$ cat config.mk
export PLATFORM = sky130hd
export DESIGN_NAME = serial_subtractor_64
export DESIGN_NICKNAME = d
export VERILOG_FILES = /design/src/rtl/serial_sub_pkg.sv /design/src/rtl/serial_subtractor_64_sub_chunk.sv /design/src/rtl/serial_subtractor_64.sv
export SDC_FILE = /design/constraint.sdc
export NUM_CORES = 1
export LEC_CHECK = 0
export ABC_CLOCK_PERIOD_IN_PS = 4600
export BUFFER_PORTS_ARGS = -buffer_cell sky130_fd_sc_hd__buf_2
export CAP_MARGIN = 40
export CORE_AREA = 2 2 132 134
export DETAILED_ROUTE_END_ITERATION = 16
export DIE_AREA = 0 0 134 136
export PLACE_DENSITY = 0.8
export SLEW_MARGIN = 20
export SYNTH_ARGS = -nofsm -noshare
export SYNTH_HDL_FRONTEND = slang
export SYNTH_HIERARCHICAL = 1
export SYNTH_SLANG_ARGS = --single-unit
$ cat constraint.sdc
create_clock -name clk -period 4.6 [get_ports clk]
set_clock_uncertainty 0.1 [all_clocks]
set_input_delay 0.46 -clock clk [delete_from_list [all_inputs] [get_ports clk]]
set_output_delay 0.46 -clock clk [all_outputs]
set_load 0.02 [all_outputs]
$ cat src/rtl/serial_sub_pkg.sv
// serial_sub_pkg: shared types, default sizes and sizing helpers for the serial subtractor
package serial_sub_pkg;

    typedef enum logic [1:0] {
        IDLE = 2'd0,
        BUSY = 2'd1,
        DONE = 2'd2
    } state_t;

    localparam int DEF_WIDTH = 64;
    localparam int DEF_CHUNK = 8;

    // number of CHUNK-wide slices in a WIDTH-wide operand
    function automatic int num_chunks(input int width, input int chunk);
        return width / chunk;
    endfunction

    // counter width for slice index 0..N-1, never narrower than one bit
    function automatic int cnt_width(input int width, input int chunk);
        int n;
        n = width / chunk;
        return (n > 1) ? $clog2(n) : 1;
    endfunction

endpackage

$ cat src/rtl/serial_subtractor_64_sub_chunk.sv
// sub_chunk: combinational CHUNK-bit ripple-borrow subtract slice, d = a - b - bin
module sub_chunk #(
    parameter int CHUNK = 8
) (
    input  logic [CHUNK-1:0] a,
    input  logic [CHUNK-1:0] b,
    input  logic             bin,
    output logic [CHUNK-1:0] d,
    output logic             bout
);

    // the extra top bit of the widened difference is the borrow out of the slice
    assign {bout, d} = {1'b0, a} - {1'b0, b} - {{CHUNK{1'b0}}, bin};

endmodule

$ cat src/rtl/serial_subtractor_64.sv
// serial_subtractor_64: multi-cycle in1 - in2 - bin, CHUNK bits per clock; SUB_SIGNED_OVF_EN adds ovf
module serial_subtractor_64
    import serial_sub_pkg::*;
#(
    parameter int WIDTH = DEF_WIDTH,
    parameter int CHUNK = DEF_CHUNK
) (
    input  logic             clk,
    input  logic             rst,
    input  logic             in_valid,
    output logic             in_ready,
    input  logic [WIDTH-1:0] in1,
    input  logic [WIDTH-1:0] in2,
    input  logic             bin,
    output logic             out_valid,
    input  logic             out_ready,
    output logic [WIDTH-1:0] diff,
    output logic             bout
`ifdef SUB_SIGNED_OVF_EN
    ,
    output logic             ovf
`endif
);

    localparam int N  = num_chunks(WIDTH, CHUNK);
    localparam int CW = cnt_width(WIDTH, CHUNK);

    if (WIDTH % CHUNK != 0) begin : g_bad_chunk
        $error("serial_subtractor_64: WIDTH must be a multiple of CHUNK");
    end

    state_t           state;
    state_t           state_next;
    logic [WIDTH-1:0] a;
    logic [WIDTH-1:0] b;
    logic [CW-1:0]    cnt;
    logic             borrow;
    logic             last;
    logic             accept;
    logic [CHUNK-1:0] slice_a;
    logic [CHUNK-1:0] slice_b;
    logic [CHUNK-1:0] slice_d;
    logic             slice_bout;

    assign accept  = (state == IDLE) && in_valid;
    assign last    = (cnt == CW'(N - 1));
    assign slice_a = a[int'(cnt) * CHUNK +: CHUNK];
    assign slice_b = b[int'(cnt) * CHUNK +: CHUNK];

    sub_chunk #(.CHUNK(CHUNK)) u_slice (
        .a    (slice_a),
        .b    (slice_b),
        .bin  (borrow),
        .d    (slice_d),
        .bout (slice_bout)
    );

    // state register
    always_ff @(posedge clk) begin
        if (rst) state <= IDLE;
        else     state <= state_next;
    end

    // next state: accept in IDLE, run N slices, hold result until the consumer takes it
    always_comb begin
        state_next = state;
        if (state == IDLE)      state_next = in_valid ? BUSY : IDLE;
        else if (state == BUSY) state_next = last ? DONE : BUSY;
        else if (state == DONE) state_next = out_ready ? IDLE : DONE;
        else                    state_next = IDLE;
    end

    // handshake outputs are pure functions of the state
    always_comb begin
        in_ready  = (state == IDLE);
        out_valid = (state == DONE);
    end

    // operand capture and one slice per BUSY cycle; the counter holds at N-1 instead of wrapping
    always_ff @(posedge clk) begin
        if (rst) begin
            a      <= '0;
            b      <= '0;
            cnt    <= '0;
            borrow <= 1'b0;
            diff   <= '0;
            bout   <= 1'b0;
        end else if (accept) begin
            a      <= in1;
            b      <= in2;
            cnt    <= '0;
            borrow <= bin;
            diff   <= '0;
            bout   <= 1'b0;
        end else if (state == BUSY) begin
            diff[int'(cnt) * CHUNK +: CHUNK] <= slice_d;
            borrow <= slice_bout;
            cnt    <= last ? cnt : cnt + CW'(1);
            if (last) bout <= slice_bout;
        end
    end

`ifdef SUB_SIGNED_OVF_EN
    // signed overflow latched alongside bout: operand signs differ and the result sign left the minuend's
    always_ff @(posedge clk) begin
        if (rst || accept)
            ovf <= 1'b0;
        else if (state == BUSY && last)
            ovf <= (a[WIDTH-1] != b[WIDTH-1]) && (slice_d[CHUNK-1] != a[WIDTH-1]);
    end
`endif

endmodule
==> results_dict.tcl <==
set metrics [dict create \
    postCtsSetupBuffers 0 \
    status "finished clean" \
    irDropWorstVdd_mv 0.288 \
    fin_setup_tns_ns 0 \
    yosysWarnings 6 \
    vias 8377 \
    hold_end "b[60]$_SDFFE_PP0P_" \
    ys_seq_elements 199 \
    crit_fanout 33 \
    final_util 0.633 \
    hold_slack_ns 0.154 \
    final-hold-violation-count 0 \
    syn2layout_area_growth_pct 16.9 \
    crit_path_start_kind "flip-flop" \
    dieArea_mm2 0.0182 \
    r2r_setup_slack_ns 0.70 \
    finalSetupViolCount 0 \
    cts_hold_buf 0 \
    criticalPathCategory "reg2reg" \
    whs_path_depth 3 \
    cp_data_required_time_ns 4.87 \
    power_density_mw_per_mm2 365 \
    clk_latency_ns 0.44 \
    reg2reg_depth 12 \
    drc 0 \
    fin_crit_ns 3.90 \
    cp_top_family "flip-flops" \
    end_kind "flip-flop" \
    die_h_um 136 \
    syn_inst 1102 \
    cts-resized-gates 0 \
    grt_max_degree 129 \
    gp_congestion 0.835 \
    drive_above_1_share 0.239 \
    num-fill-cells 1405 \
    wire_per_inst_um 16.7 \
    arrival_ns 4.17 \
    synth_edf_count 0 \
    critPathMaxStageDelay_ns 0.77 \
    timing.rr.end "diff[13]$_SDFFE_PP0P_" \
    ys_seq_area_frac 0.436 \
    ys_top_cells_by_area "dfxtp_1 (44%), nand2_1 (13%), a21oi_1 (11%), mux4_2 (7.9%), ha_1 (2.6%)" \
    h-tree-depth 4 \
    first_global_vias 7663 \
    rsz0062_at_grt "false" \
    drt_pass1_iterations 5 \
    core_area_mm2 0.0169 \
    fin_cells 1468 \
    cts_root_buf "clkbuf_16" \
    ant_nets 0 \
    cts_sinks 199 \
    maxCapViolations 0 \
    relSlewSlack 0.469 \
    synth_nets 1256 \
    wl_mm 24.5 \
    holdCritStartpoint "in2[60]" \
    fmax_mhz 256 \
    dpl.hpwl_mm 16.7 \
    grt_overflow 0 \
    rows 48 \
    crit_top_cell "nand2_1" \
    tightest_slew_ns 0.796 \
    hold_class "in2reg" \
    drv_slew 0 \
    yosys.area.top_type "dfxtp_1" \
    ys.flop_type "dfxtp_1" \
    grt_first_pass_wirelength_mm 39.1 \
    die_w_um 134 \
    antenna_found_initial 0 \
    final_cell_mix "nand2_1 (308), buf_2 (198), dfxtp_1 (197)" \
    port_buffers 199 \
    drtIter0Drc 898 \
    cts_tree "built" \
    clkTransAtPathRegs_ns 0.07 \
    n_antenna_cell 0 \
    synth_area_mm2 0.00914 \
    p_leak_nw 4.29 \
    r2r-start "cnt[0]$_SDFFE_PP0P_" \
    worst-path-buf-inv 0 \
    dp_cells 1441 \
    synth_top_area_frac 0.436 \
    ios 200 \
    cp_cell_sequence "mux4_2 -> nand2_1 -> nand2_1 -> fa_1 -> ha_1 -> o21ai_1 -> a21boi_2 -> o22ai_1 -> xnor2_1 -> nor2b_1 -> nand4_1 -> a21oi_1" \
    grt_usage 0.271 \
    syn_avg_cell_area_um2 8.30 \
    start_util 0.542 \
    place_area_mm2 0.0102 \
    fin_area_mm2 0.0107 \
    cts_buffers 17 \
    ys_types 51 \
    ys_async_sr_fraction 0 \
    fin_nets 1389 \
    final_common_cell "nand2_1" \
    cts_buffer_depth 2 \
    vias_per_cell 5.71 \
    crit_slowest_cell "dfxtp_4" \
    finalCritPeriodShare 0.848 \
]
## report_power, final
group	total, mW	internal [mW]	leakage (nW)	switching, mW
sequential	1.85	1.79	1.62	0.0524
combinational	0.655	0.262	2.41	0.393
clock	1.40	0.761	0.252	0.634
## per-stage QoR
step                      worst slack, ns  power (mW)
after CTS                           0.688        3.90
after global routing                0.363        4.04
after floorplan                      1.17        2.33
after detailed placement            0.729        2.53
final                               0.700        3.90
after global placement              0.782        2.51
## worst min-delay path: cells and delay by family
kind / cells / cell delay (ns)
and+or+nand+nor: 1 / 0.04
buffers and inverters: 1 / 0.09
AOI/OAI and AO/OA: 1 / 0.05
## metal layers
| metal | wire, um | share of wire | GRT usage | up-vias |
|---|---|---|---|---|
| met5 | 0 | 0 | 0 | - |
| met4 | 442 | 0.018 | 0.0798 | 0 |
| met3 | 1820 | 0.074 | 0.0503 | 37 |
| met2 | 11900 | 0.48 | 0.450 | 388 |
| met1 | 10400 | 0.42 | 0.363 | 3905 |
| li1 | - | - | - | 4047 |
## Yosys cell counts, types with 3 or more instances
cell and instances:
xnor2_1 4, mux4_2 32, or4b_1 3, o21ai_0 33, dfxtp_1 199, o31ai_1 20
buf_2 47, clkbuf_1 43, nand4_1 38, o21ai_1 9, nor2_1 13, inv_1 26
buf_4 7, nand2_1 308, nand3_1 29, o31ai_2 4, ha_1 19, nand2b_1 5
nor3b_1 10, a21oi_1 196, nor2b_1 11, or2_2 3, mux2i_1 4, and3b_1 3
## kinds of logic (layout without fill, tap and decap cells)
logic type                 Yosys count  in the layout  share of synthesized area
muxes                               36             36                     0.0832
adders and majority gates           21             21                     0.0304
DFF                                199            199                      0.436
xor gates and xnor gates             6              6                    0.00575
AOI/OAI and AO/OA                  272            272                      0.163
and+or+nand+nor                    441            441                      0.220
buffers and inverters              127            268                     0.0623
## how the worst max path moves through the flow
stage                        start                     to  slack, ns  cells after the start
2_1_floorplan  cnt[0]$_SDFFE_PP0P_  diff[13]$_SDFFE_PP0P_       1.17                     15
3_3_place_gp   cnt[0]$_SDFFE_PP0P_  diff[46]$_SDFFE_PP0P_       0.78                     14
3_5_place_dp   cnt[0]$_SDFFE_PP0P_  diff[47]$_SDFFE_PP0P_       0.73                     13
4_1_cts        cnt[0]$_SDFFE_PP0P_  diff[14]$_SDFFE_PP0P_       0.69                     14
5_1_grt        cnt[0]$_SDFFE_PP0P_  diff[15]$_SDFFE_PP0P_       0.36                     13
6_report       cnt[0]$_SDFFE_PP0P_  diff[13]$_SDFFE_PP0P_       0.70                     12
## registers in the layout, summed over array words and instances (netlist names)
| register | flops |
|---|---|
| a | 64 |
| diff | 64 |
| b | 64 |
| cnt | 3 |
| bout | 1 |
| state | 2 |
| borrow | 1 |
## final cells by class
cell class                 instances  area, um^2  area share
clock buffer                      20         457      0.0427
clock inverter                     7        75.1     0.00702
inverter                          27         101     0.00948
multi-input combinational        776        4620       0.432
sequential                       199        3990       0.373
tap                              225         282      0.0263
timing repair buffer             214        1160       0.109
(Power assumes the default switching activity.)
